**src/rtl/serial_operand_host_if.sv**
```systemverilog
// Host-side serial operand link signals: request/operands in, serial pins, result/status out.
interface serial_operand_host_if;
  logic       start;
  logic [7:0] op_a;
  logic [7:0] op_b;
  logic       din;
  logic       dout;
  logic [7:0] result;
  logic       done;
  logic       busy;
  logic       timeout;

  modport master (
    output start, op_a, op_b, din,
    input  dout, result, done, busy, timeout
  );

  modport slave (
    input  start, op_a, op_b, din,
    output dout, result, done, busy, timeout
  );
endinterface

```
**src/rtl/serial_operand_host.sv**
```systemverilog
// Sends op_a then op_b as back-to-back 8N1 frames, then receives one 8N1 result frame.
// Define HOST_TIMEOUT_EN to bound the result wait to TIMEOUT_BITS idle bit periods.
module serial_operand_host #(
  parameter int BAUD_RATE     = 9600,
  parameter int SAMPLE_RATIO  = 16,
  parameter int CLK_FREQUENCY = 100_000_000,
  parameter int TIMEOUT_BITS  = 64
) (
  input logic            clk,
  input logic            reset,
  serial_operand_host_if.slave bus
);

  localparam int SAMPLE_CLKS = CLK_FREQUENCY / BAUD_RATE / SAMPLE_RATIO;
  localparam int DIV_W = (SAMPLE_CLKS > 1) ? $clog2(SAMPLE_CLKS) : 1;
  localparam int SMP_W = (SAMPLE_RATIO > 1) ? $clog2(SAMPLE_RATIO) : 1;
  localparam logic [DIV_W-1:0] DIV_MAX = DIV_W'(SAMPLE_CLKS - 1);
  localparam logic [SMP_W-1:0] SMP_MAX = SMP_W'(SAMPLE_RATIO - 1);
  localparam logic [SMP_W-1:0] SMP_MID = SMP_W'(SAMPLE_RATIO / 2 - 1);

  typedef enum logic [2:0] {IDLE, SEND_A, SEND_B, WAIT_R, DONE} state_t;

  state_t           state;
  state_t           state_nxt;
  logic [DIV_W-1:0] div_cnt;
  logic [SMP_W-1:0] smp_cnt;
  logic [3:0]       bit_cnt;
  logic [8:0]       tx_sh;
  logic [7:0]       op_b_q;
  logic             dout_q;
  logic             sync1;
  logic             sync2;
  logic             sync3;
  logic             rx_act;
  logic [7:0]       rx_sh;
  logic [7:0]       result_q;
  logic             to_hit;
  logic             to_flag;

  logic div_end;
  logic smp_end;
  logic tx_bit_end;
  logic frame_end;
  logic rx_fall;
  logic rx_mid;
  logic rx_good;

  assign div_end    = (div_cnt == DIV_MAX);
  assign smp_end    = (smp_cnt == SMP_MAX);
  assign tx_bit_end = div_end && smp_end;
  assign frame_end  = tx_bit_end && (bit_cnt == 4'd9);
  assign rx_fall    = sync3 && !sync2;
  assign rx_mid     = rx_act && div_end && (smp_cnt == SMP_MID);
  assign rx_good    = rx_mid && (bit_cnt == 4'd9) && sync2;

  always_ff @(posedge clk or posedge reset) begin
    if (reset) state <= IDLE;
    else       state <= state_nxt;
  end

  always_comb begin
    state_nxt = state;
    unique case (state)
      IDLE:    if (bus.start) state_nxt = SEND_A;
      SEND_A:  if (frame_end) state_nxt = SEND_B;
      SEND_B:  if (frame_end) state_nxt = WAIT_R;
      WAIT_R:  if (rx_good || to_hit) state_nxt = DONE;
      DONE:    state_nxt = IDLE;
      default: state_nxt = IDLE;
    endcase
  end

  always_comb begin
    bus.busy    = (state != IDLE);
    bus.done    = (state == DONE);
    bus.timeout = (state == DONE) && to_flag;
    bus.dout    = dout_q;
    bus.result  = result_q;
  end

  // Transmit shifter holds {stop, data}; the start bit is driven directly on load.
  always_ff @(posedge clk or posedge reset) begin
    if (reset) begin
      dout_q <= 1'b1;
      tx_sh  <= '1;
      op_b_q <= '0;
    end else begin
      unique case (state)
        IDLE: begin
          dout_q <= 1'b1;
          if (bus.start) begin
            tx_sh  <= {1'b1, bus.op_a};
            op_b_q <= bus.op_b;
            dout_q <= 1'b0;
          end
        end
        SEND_A, SEND_B: begin
          if (tx_bit_end) begin
            if (bit_cnt == 4'd9) begin
              dout_q <= (state == SEND_B);
              tx_sh  <= {1'b1, op_b_q};
            end else begin
              dout_q <= tx_sh[0];
              tx_sh  <= {1'b1, tx_sh[8:1]};
            end
          end
        end
        default: dout_q <= 1'b1;
      endcase
    end
  end

  always_ff @(posedge clk or posedge reset) begin
    if (reset) {sync3, sync2, sync1} <= 3'b111;
    else       {sync3, sync2, sync1} <= {sync2, sync1, bus.din};
  end

  // Divider, sample and bit counters are shared: transmit owns them in SEND_*, receive in WAIT_R.
  always_ff @(posedge clk or posedge reset) begin
    if (reset) begin
      div_cnt <= '0;
      smp_cnt <= '0;
      bit_cnt <= '0;
      rx_act  <= 1'b0;
      rx_sh   <= '0;
    end else begin
      unique case (state)
        SEND_A, SEND_B: begin
          if (div_end) begin
            div_cnt <= '0;
            if (smp_end) begin
              smp_cnt <= '0;
              bit_cnt <= (bit_cnt == 4'd9) ? 4'd0 : bit_cnt + 4'd1;
            end else begin
              smp_cnt <= smp_cnt + 1'b1;
            end
          end else begin
            div_cnt <= div_cnt + 1'b1;
          end
        end
        WAIT_R: begin
          if (!rx_act) begin
            div_cnt <= '0;
            smp_cnt <= '0;
            bit_cnt <= '0;
            rx_act  <= rx_fall;
          end else begin
            if (div_end) begin
              div_cnt <= '0;
              smp_cnt <= smp_end ? '0 : smp_cnt + 1'b1;
            end else begin
              div_cnt <= div_cnt + 1'b1;
            end
            if (rx_mid) begin
              bit_cnt <= (bit_cnt == 4'd9) ? 4'd0 : bit_cnt + 4'd1;
              if (bit_cnt == 4'd0)      rx_act <= !sync2;
              else if (bit_cnt == 4'd9) rx_act <= 1'b0;
              else                      rx_sh  <= {sync2, rx_sh[7:1]};
            end
          end
        end
        default: begin
          div_cnt <= '0;
          smp_cnt <= '0;
          bit_cnt <= '0;
          rx_act  <= 1'b0;
        end
      endcase
    end
  end

  always_ff @(posedge clk or posedge reset) begin
    if (reset)                            result_q <= '0;
    else if ((state == WAIT_R) && rx_good) result_q <= rx_sh;
  end

`ifdef HOST_TIMEOUT_EN
  localparam int TO_LIMIT = TIMEOUT_BITS * SAMPLE_CLKS * SAMPLE_RATIO;
  localparam int TO_W     = (TO_LIMIT > 1) ? $clog2(TO_LIMIT) : 1;
  localparam logic [TO_W-1:0] TO_MAX = TO_W'(TO_LIMIT - 1);

  logic [TO_W-1:0] to_cnt;

  assign to_hit = (state == WAIT_R) && !rx_act && (to_cnt == TO_MAX);

  always_ff @(posedge clk or posedge reset) begin
    if (reset)                           to_cnt <= '0;
    else if ((state != WAIT_R) || rx_act) to_cnt <= '0;
    else                                 to_cnt <= to_cnt + 1'b1;
  end

  // A valid byte landing in the same cycle as the timeout takes precedence.
  always_ff @(posedge clk or posedge reset) begin
    if (reset) to_flag <= 1'b0;
    else       to_flag <= to_hit && !rx_good;
  end
`else
  assign to_hit  = 1'b0;
  assign to_flag = 1'b0;
`endif

endmodule

```
**src/flat_wrapper.sv**
```systemverilog
// flat-port wrapper written by rule: the top's interface ports become plain ports
module serial_operand_host_flat 
#(
  parameter int BAUD_RATE     = 9600,
  parameter int SAMPLE_RATIO  = 16,
  parameter int CLK_FREQUENCY = 100_000_000,
  parameter int TIMEOUT_BITS  = 64
)
  (clk, reset, bus_start, bus_op_a, bus_op_b, bus_din, bus_dout, bus_result, bus_done, bus_busy, bus_timeout);
  serial_operand_host_if bus_i ();
  input logic clk;
  input logic reset;
  input wire logic [$bits(bus_i.start)-1:0] bus_start;
  input wire logic [$bits(bus_i.op_a)-1:0] bus_op_a;
  input wire logic [$bits(bus_i.op_b)-1:0] bus_op_b;
  input wire logic [$bits(bus_i.din)-1:0] bus_din;
  output wire logic [$bits(bus_i.dout)-1:0] bus_dout;
  output wire logic [$bits(bus_i.result)-1:0] bus_result;
  output wire logic [$bits(bus_i.done)-1:0] bus_done;
  output wire logic [$bits(bus_i.busy)-1:0] bus_busy;
  output wire logic [$bits(bus_i.timeout)-1:0] bus_timeout;
  assign bus_i.start = bus_start;
  assign bus_i.op_a = bus_op_a;
  assign bus_i.op_b = bus_op_b;
  assign bus_i.din = bus_din;
  assign bus_dout = bus_i.dout;
  assign bus_result = bus_i.result;
  assign bus_done = bus_i.done;
  assign bus_busy = bus_i.busy;
  assign bus_timeout = bus_i.timeout;
  serial_operand_host #(.BAUD_RATE(BAUD_RATE), .SAMPLE_RATIO(SAMPLE_RATIO), .CLK_FREQUENCY(CLK_FREQUENCY), .TIMEOUT_BITS(TIMEOUT_BITS)) u_core (.clk(clk), .reset(reset), .bus(bus_i));
endmodule
```
**config.mk**
```make
export PLATFORM = sky130hd
export DESIGN_NAME = serial_operand_host_flat
export DESIGN_NICKNAME = d
export VERILOG_FILES = /design/src/rtl/serial_operand_host_if.sv /design/src/rtl/serial_operand_host.sv /design/src/flat_wrapper.sv
export SDC_FILE = /design/constraint.sdc
export NUM_CORES = 1
export LEC_CHECK = 0
export CAP_MARGIN = 20
export CORE_ASPECT_RATIO = 1.1
export CORE_MARGIN = 10
export CORE_UTILIZATION = 52
export CTS_BUF_LIST = sky130_fd_sc_hd__clkbuf_2
export DETAILED_ROUTE_END_ITERATION = 10
export GPL_TIMING_DRIVEN = 0
export PLACE_DENSITY = 0.78
export REMOVE_ABC_BUFFERS = 1
export SYNTH_ARGS = -nofsm -noshare
export SYNTH_HDL_FRONTEND = slang
export SYNTH_SLANG_ARGS = --single-unit
```
**constraint.sdc**
```tcl
create_clock -name clk -period 2 [get_ports clk]
set_input_delay 0.2 -clock clk [delete_from_list [all_inputs] [get_ports clk]]
set_output_delay 0.2 -clock clk [all_outputs]
set_load 0.03 [all_outputs]
```
==> flow_summary.toml, run 1 <==
[run_status]
run_status = "finished with violations"
failing_checks = "setup timing"

[clock_tree]
ctsLongestPathBuffers = 2
cts_made_buffers = 9
tritoncts_num_sinks = 58
path_clk_slew_ns = 0.18
clkLatencyLatePin_ns = 0.51
tritoncts = "built"
ctsRootBufferMaster = "sky130_fd_sc_hd__clkbuf_2"
htree_levels = 3

[route]
first_iter_violations = 56
routed_wirelength_um = 5854
drtAntennaViolNets = 0
drtPass1Iterations = 4
wl_per_cell_um = 15.36
drc = 0
vias = 1989
detail_route.vias_per_cell = 5.220

[setup_path]
crit_family = "simple AND/OR/NAND/NOR gates"
critical_path_required_ns = 2.44
critPathCaptureType = "register"
worst_path_largest_cell_delay_ns = 0.42
path_cells = "inv_1 -> ha_1 -> or3b_4 -> buf_6 -> nor4_4 -> buf_4 -> o21ba_4 -> mux2_2"
worst_path_max_delay_cell = "sky130_fd_sc_hd__dfrtp_1"
path_class = "register to register"
worst_setup_path_start_kind = "register"
arrival_ns = 2.56
cp.buffers_inverters = 3
crit_path_max_fanout = 9

[hold_path]
min_path_type = "primary input to async pin"

[sta]
maxSlewHeadroom_pct = 58.11
postLayoutSetupSlackWorst_ns = -0.1144
max_freq_mhz = 472.9
hold_violations = 0
worst_pin_slew_ns = 0.6283
maxSlewViolCount = 0
final_min_period_over_clock_period_pct = 105.7
timing.clock.skew_ns = 0.02885
rsz0062_at_grt = "yes"
setup_viol_count_final = 26
period_minus_slack_ns = 2.114

[global_route]
antenna_found_initial = 0
grt.overflow.total = 0
grt_pass1_vias = 2097
global_route_wire_length_before_repair_um = 9915
grt_start_max_net_pins = 32
gr-usage-all-layers_pct = 13.64

[placed_design]
dp_hpwl_um = 3587
place_inst = 347
buffer_ports.inserted = 30
detailedPlace.worstSlack_ns = -0.3194
place.gp.congestion = 0.8051

[power_and_ir_drop]
pwr_density_cell_mw_per_mm2 = 583.4
power_leakage_nw = 1.708
peakVddDrop_mv = 0.5205
fin_total_pwr_mw = 2.143

[final_layout]
seqCellArea_sq_mm = 0.001470
layout-drive-gt1-share_pct = 34.64
finalNonFillerCells = 381
postLayoutCoreUtil_pct = 68.53
insertedDiodeCount = 0
fillCellCount = 400
multi_input_comb_area_sq_mm = 0.001458
area.growth.synth_to_final_pct = 28.77
layout.nets = 327

[synthesis]
synth-compound-area-share_pct = 8.158
post_synth.cell_area_avg_sq_um = 11.46
yosys.area_share.xor_xnor_pct = 2.763
syn_inst = 249
yosys_register_bits = 58
count_of_flip_flops_with_a_built_in_enable_after_synthesis = 0
part_of_the_yosys_area_used_for_sequential_elements_pct = 51.40
ys.flop_type = "sky130_fd_sc_hd__dfrtp_1"
synthArstFlopShare_pct = 100.0
yosys_warnings = 0
synth_top_family_by_area = "simple AND/OR/NAND/NOR gates"
arithmetic_cell_share_of_the_synthesized_area_counting_full_adders_half_adders_and_majority_gates_pct = 2.632
synth_mux_area_share_pct = 15.44
post_synth_instance_area_sq_mm = 0.002853
synthSimpleGateAreaFrac_pct = 16.89
synth.distinct_cells = 48

[floorplanning]
placement_rows = 28
die_h_um = 97.68
top_level_ports = 32
die_w_um = 90.62
initial_standard_cell_utilization_of_the_core_pct = 53.22
area_of_the_die_sq_mm = 0.008852
coreArea_sq_mm = 0.005360

[job]
number_of_max_cap_violations = 0
## power by group
group	switching, mW	internal [mW]	leakage [nW]
sequential	0.00686	1.19	0.735
combinational	0.0344	0.0439	0.891
clock	0.457	0.412	0.0817
total	0.499	1.64	1.71
## cell families (layout without fill, tap and decap cells)
logic type,Yosys count,after routing
adders and majority gates,6,6
DFF,58,58
and+or+nand+nor,81,81
other,1,1
xor gates and xnor gates,9,9
AOI/OAI and AO/OA,36,36
buffers and inverters,18,75
muxes,40,40
## routing by layer
| metal | wire length, um | GRT usage [%] | vias up |
|---|---|---|---|
| met5 | 0 | 0 | - |
| met4 | 119 | 5.760 | 0 |
| met3 | 226 | 4.946 | 12 |
| met2 | 2916 | 21.99 | 30 |
| met1 | 2591 | 15.96 | 971 |
| li1 | - | - | 976 |
## layout by cell type, fill, tap and decap left out, types with 2 or more instances in the layout
cell type                         count
sky130_fd_sc_hd__o21ai_2              2
sky130_fd_sc_hd__mux2i_1              8
sky130_fd_sc_hd__mux2_4              20
sky130_fd_sc_hd__bufinv_16            2
sky130_fd_sc_hd__or2_2                2
sky130_fd_sc_hd__nand2_1             19
sky130_fd_sc_hd__nand3b_1             3
sky130_fd_sc_hd__xnor2_1              5
sky130_fd_sc_hd__inv_1                9
sky130_fd_sc_hd__nor4_4               2
sky130_fd_sc_hd__nor2_1              19
sky130_fd_sc_hd__or3_1                3
sky130_fd_sc_hd__dfstp_2             12
sky130_fd_sc_hd__and3_1               3
sky130_fd_sc_hd__clkinv_2             3
sky130_fd_sc_hd__ha_1                 6
sky130_fd_sc_hd__nand4b_1             2
sky130_fd_sc_hd__clkdlybuf4s50_1     28
sky130_fd_sc_hd__a21oi_1              9
sky130_fd_sc_hd__nand2b_1             7
sky130_fd_sc_hd__a21o_1               2
sky130_fd_sc_hd__o21ai_1              2
sky130_fd_sc_hd__buf_12               3
sky130_fd_sc_hd__nand4bb_1            2
sky130_fd_sc_hd__buf_4               14
sky130_fd_sc_hd__mux2_2              12
sky130_fd_sc_hd__dfrtp_1             43
sky130_fd_sc_hd__clkbuf_2            11
sky130_fd_sc_hd__buf_6                2
sky130_fd_sc_hd__dfrtp_2              3
sky130_fd_sc_hd__nand3_1              5
sky130_fd_sc_hd__xor2_1               4
sky130_fd_sc_hd__o21ai_0              9
## per-stage QoR
step                      cell area, sq um  hold WS, ns  setup TNS [ns]
final                                 3674      0.06376          -1.958
after global routing                  3674      0.08070          -4.199
after CTS                             3606      0.07407          -2.588
after detailed placement              3231       0.3479          -6.367
after global placement                3211       0.3460          -35.58
after floorplan                       2816       0.2045          -1.309
## worst paths after layout
check / from / slack, ns / cells after the start / to
max in group asynchronous: reset / 1.26 / 3 / u_core.sync1$_DFF_PP1_
max: u_core.div_cnt[0]$_DFF_PP0_ / -0.11 / 8 / u_core.tx_sh[0]$_DFFE_PP1P_
min in group clk: bus_din / 0.10 / 1 / u_core.sync1$_DFF_PP1_
max reg2reg: u_core.div_cnt[0]$_DFF_PP0_ / -0.11 / 8 / u_core.tx_sh[0]$_DFFE_PP1P_
min: reset / 0.06 / 2 / u_core.bus.result[1]$_DFFE_PP0P_
min reg2reg: u_core.sync1$_DFF_PP1_ / 0.37 / 0 / u_core.sync2$_DFF_PP1_
## Yosys cell counts (2+ instances only)
cell type	number	area (sq um)
sky130_fd_sc_hd__dfrtp_1	46	1151
sky130_fd_sc_hd__mux2_2	30	337.8
sky130_fd_sc_hd__nand2_1	20	75.07
sky130_fd_sc_hd__nor2_1	20	75.07
sky130_fd_sc_hd__dfstp_2	12	315.3
sky130_fd_sc_hd__o21ai_0	12	60.06
sky130_fd_sc_hd__a21oi_1	10	50.05
sky130_fd_sc_hd__inv_1	10	37.54
sky130_fd_sc_hd__mux2i_1	8	80.08
sky130_fd_sc_hd__nand2b_1	7	43.79
sky130_fd_sc_hd__ha_1	6	75.07
sky130_fd_sc_hd__nand3_1	6	30.03
sky130_fd_sc_hd__xnor2_1	5	43.79
sky130_fd_sc_hd__clkbuf_1	4	15.01
sky130_fd_sc_hd__xor2_1	4	35.03
sky130_fd_sc_hd__and3_1	3	18.77
sky130_fd_sc_hd__nand3b_1	3	22.52
sky130_fd_sc_hd__or3_1	3	18.77
sky130_fd_sc_hd__a21o_1	2	15.01
sky130_fd_sc_hd__and2_1	2	12.51
sky130_fd_sc_hd__buf_2	2	10.01
sky130_fd_sc_hd__mux2_1	2	22.52
sky130_fd_sc_hd__nand4b_1	2	17.52
sky130_fd_sc_hd__nand4bb_1	2	22.52
sky130_fd_sc_hd__nor4_4	2	42.54
sky130_fd_sc_hd__o21ba_2	2	20.02
sky130_fd_sc_hd__o31ai_1	2	15.01
sky130_fd_sc_hd__or2_2	2	12.51
## flip-flops by register name, indices dropped and copies added, names as in the netlist
| signal | count |
|---|---|
| u_core.sync2 | 1 |
| u_core.smp_cnt | 4 |
| u_core.bus.dout | 1 |
| u_core.bus.result | 8 |
| u_core.sync3 | 1 |
| u_core.op_b_q | 8 |
| u_core.bit_cnt | 4 |
| u_core.rx_act | 1 |
| u_core.div_cnt | 10 |
| u_core.rx_sh | 8 |
| u_core.sync1 | 1 |
| u_core.tx_sh | 8 |
| u_core.state | 3 |
## final cells by class
class	instances	area share [%]
well taps	75	2.554
clock buffers	10	1.362
inverters	10	1.022
clock inverters	6	2.248
multi-input cells	173	39.68
flip-flops and latches	58	40.02
repair buffers	49	13.11
## timing repair
item                       in CTS  in global routing
pin swaps                       7                  6
hold endpoints to repair        0                  0
setup endpoints to repair      33                 43
hold buffers                    0                  0
gates resized for setup        24                 22
buffers inserted               16                  2
## worst reg2reg max path: cells and delay by family (launching register included)
| kind | cells | cell delay, ns |
|---|---|---|
| AOI/OAI and AO/OA | 1 | 0.23 |
| buffers and inverters | 3 | 0.38 |
| and+or+nand+nor | 2 | 0.56 |
| muxes | 1 | 0.35 |
| adders and majority gates | 1 | 0.13 |
| DFF | 1 | 0.42 |
No activity file was read; power rests on OpenSTA's default activity.
==> run 2, diff against run 1 <==
Settings changed: CORE_MARGIN 10 to unset.
==> run 2 against run 1 <==
The run still ends with setup timing left. Die area down 35%. Utilization up 4.5 points. Global-route usage increased by 9.2 points. Cell area grew 2.1%. Non-clock buffer count rose by 2. Power shrank 0.85%. Fmax shrank 2.4%. Final cell count is 0.26% higher. Clock power decreased by 2.3%. Critical path type unchanged. Critical endpoint is now u_core.rx_sh[4]$_DFFE_PP0P_. Largest cell class is now multi-input gates. Largest power group unchanged.
==> flow_summary.toml, run 2 (same netlist as run 1, synthesis figures left out) <==
[setup_path]
arrival_ns = 2.54
worst_setup_path_start_kind = "register"
critPathCaptureType = "register"
cp.buffers_inverters = 3
worst_path_max_delay_cell = "sky130_fd_sc_hd__dfrtp_1"
critical_path.reg2reg.startpoint = "u_core.div_cnt[0]$_DFF_PP0_"
reg2reg_slack_ns = -0.17
path_cells = "inv_1 -> ha_1 -> or3b_4 -> nor4_4 -> buf_4 -> nor3b_4 -> buf_12 -> mux2_2"
crit_path_max_fanout = 8
worst_path_largest_cell_delay_ns = 0.41
reg2regPathDepth = 8
critical_path_required_ns = 2.38
worstReg2RegEnd = "u_core.rx_sh[4]$_DFFE_PP0P_"
crit_family = "simple AND/OR/NAND/NOR gates"
path_class = "register to register"

[final_layout]
fillCellCount = 338
layout.nets = 331
most_frequent_standard_cell_in_the_layout_excluding_fill_and_tap_cells = "sky130_fd_sc_hd__dfrtp_1"
layout-drive-gt1-share_pct = 36.77
multi_input_comb_area_sq_mm = 0.001498
insertedDiodeCount = 0
final_cell_mix = "sky130_fd_sc_hd__dfrtp_1, sky130_fd_sc_hd__clkdlybuf4s50_1, sky130_fd_sc_hd__nand2_1, sky130_fd_sc_hd__nor2_1"
finalNonFillerCells = 382
max_flop_register = "u_core.div_cnt"
area.growth.synth_to_final_pct = 31.49
seqCellArea_sq_mm = 0.001470
stdcell_area_sq_mm = 0.003751
flip_flop_count_of_the_largest_register_all_copies_and_words_added = 10

[placed_design]
buffer_ports.inserted = 30
place_inst = 344
detailedPlace.worstSlack_ns = -0.3057
dp_hpwl_um = 3494
dpl_cell_area_sq_mm = 0.003227
place.gp.congestion = 0.7637

[global_route]
grt_pass1_vias = 2063
grt_start_max_net_pins = 35
global_route_wire_length_before_repair_um = 9673
antenna_found_initial = 0
gr-usage-all-layers_pct = 22.81
grt.overflow.total = 0

[power_and_ir_drop]
peakVddDrop_mv = 0.4513
power_leakage_nw = 1.735
pwr_density_cell_mw_per_mm2 = 566.5
fin_total_pwr_mw = 2.125

[clock_tree]
cts_made_buffers = 9
ctsRootBufferMaster = "sky130_fd_sc_hd__clkbuf_2"
clkLatencyLatePin_ns = 0.50
htree_levels = 3
tritoncts_num_sinks = 58
tritoncts = "built"
ctsLongestPathBuffers = 2
path_clk_slew_ns = 0.18
hold_buffers = 0

[floorplanning]
coreArea_sq_mm = 0.005135
die_w_um = 72.62
top_level_ports = 32
area_of_the_die_sq_mm = 0.005786
placement_rows = 27
die_h_um = 79.68
initial_standard_cell_utilization_of_the_core_pct = 55.56

[sta]
max_freq_mhz = 461.5
timing.clock.skew_ns = 0.02927
maxSlewViolCount = 0
rsz0062_at_grt = "yes"
hold_violations = 0
maxSlewHeadroom_pct = 49.56
postLayoutSetupSlackWorst_ns = -0.1670
fin_worst_hold_slack_ns = 0.03847
period_minus_slack_ns = 2.167
final_min_period_over_clock_period_pct = 108.3
setup_viol_count_final = 39
worst_pin_slew_ns = 0.7516

[route]
detail_route.vias_per_cell = 5.393
first_iter_violations = 91
vias = 2060
wl_per_cell_um = 16.19
drtAntennaViolNets = 0
routed_wirelength_um = 6184
drc = 0
drtPass1Iterations = 4

[run_status]
run_status = "finished with violations"
failing_checks = "setup timing"

[hold_path]
min_path_type = "primary input to async pin"

[job]
number_of_max_cap_violations = 0
-- run 2: changes by cell type in the layout (fill, tap and decap cells not counted), sizes merged --
cell	before	now
or2	2	3
o21ba	2	3
buf	19	21
-- run 2: how the worst max path moves through the flow --
stage	start	endpoint	slack, ns	cells after the start
after floorplan	u_core.div_cnt[0]$_DFF_PP0_	u_core.bit_cnt[3]$_DFFE_PP0P_	-0.12	7
after global placement	reset	u_core.div_cnt[8]$_DFF_PP0_	-0.64	2
after detailed placement	u_core.div_cnt[0]$_DFF_PP0_	u_core.bus.result[6]$_DFFE_PP0P_	-0.31	7
after CTS	u_core.div_cnt[0]$_DFF_PP0_	u_core.rx_sh[5]$_DFFE_PP0P_	-0.17	8
after global routing	u_core.div_cnt[0]$_DFF_PP0_	u_core.rx_sh[4]$_DFFE_PP0P_	-0.26	8
final	u_core.div_cnt[0]$_DFF_PP0_	u_core.rx_sh[4]$_DFFE_PP0P_	-0.17	8
-- run 2: through the flow --
step / TNS [ns] / utilization [%]
floorplan: -1.309 / -
global placement: -36.49 / 62.45
detailed placement: -5.850 / 62.84
CTS: -3.664 / 70.32
global route: -6.902 / 73.05
finish: -3.263 / 73.05
-- run 2: metal layers --
layer / vias up / routed length, um / global-route usage (%)
li1: 985 / - / -
met1: 1022 / 2731 / 29.41
met2: 39 / 3161 / 36.07
met3: 14 / 147 / 4.545
met4: 0 / 144 / 12.35
met5: - / 0 / 0
-- run 2: cell type report --
class,instances,share of cell area [%]
Clock inverter,6,2.168
Multi-Input combinational cell,175,39.93
Timing Repair Buffer,51,13.98
Clock buffer,10,1.334
Inverter,10,1.001
Sequential cell,58,39.19
Tap cell,72,2.402
-- run 2: report_power, final --
| part | total, mW | switching [mW] | internal [mW] | leakage, nW |
|---|---|---|---|---|
| clock network | 0.850 | 0.439 | 0.411 | 0.0793 |
| logic | 0.0796 | 0.0356 | 0.0439 | 0.921 |
| registers | 1.20 | 0.00734 | 1.19 | 0.735 |
-- run 2: repair_timing --
action,CTS,global route
pin swaps,10,5
endpoints found under the setup margin,36,46
setup buffers,14,6
hold endpoints to repair,0,0
resized for setup,26,29
gates cloned,1,1
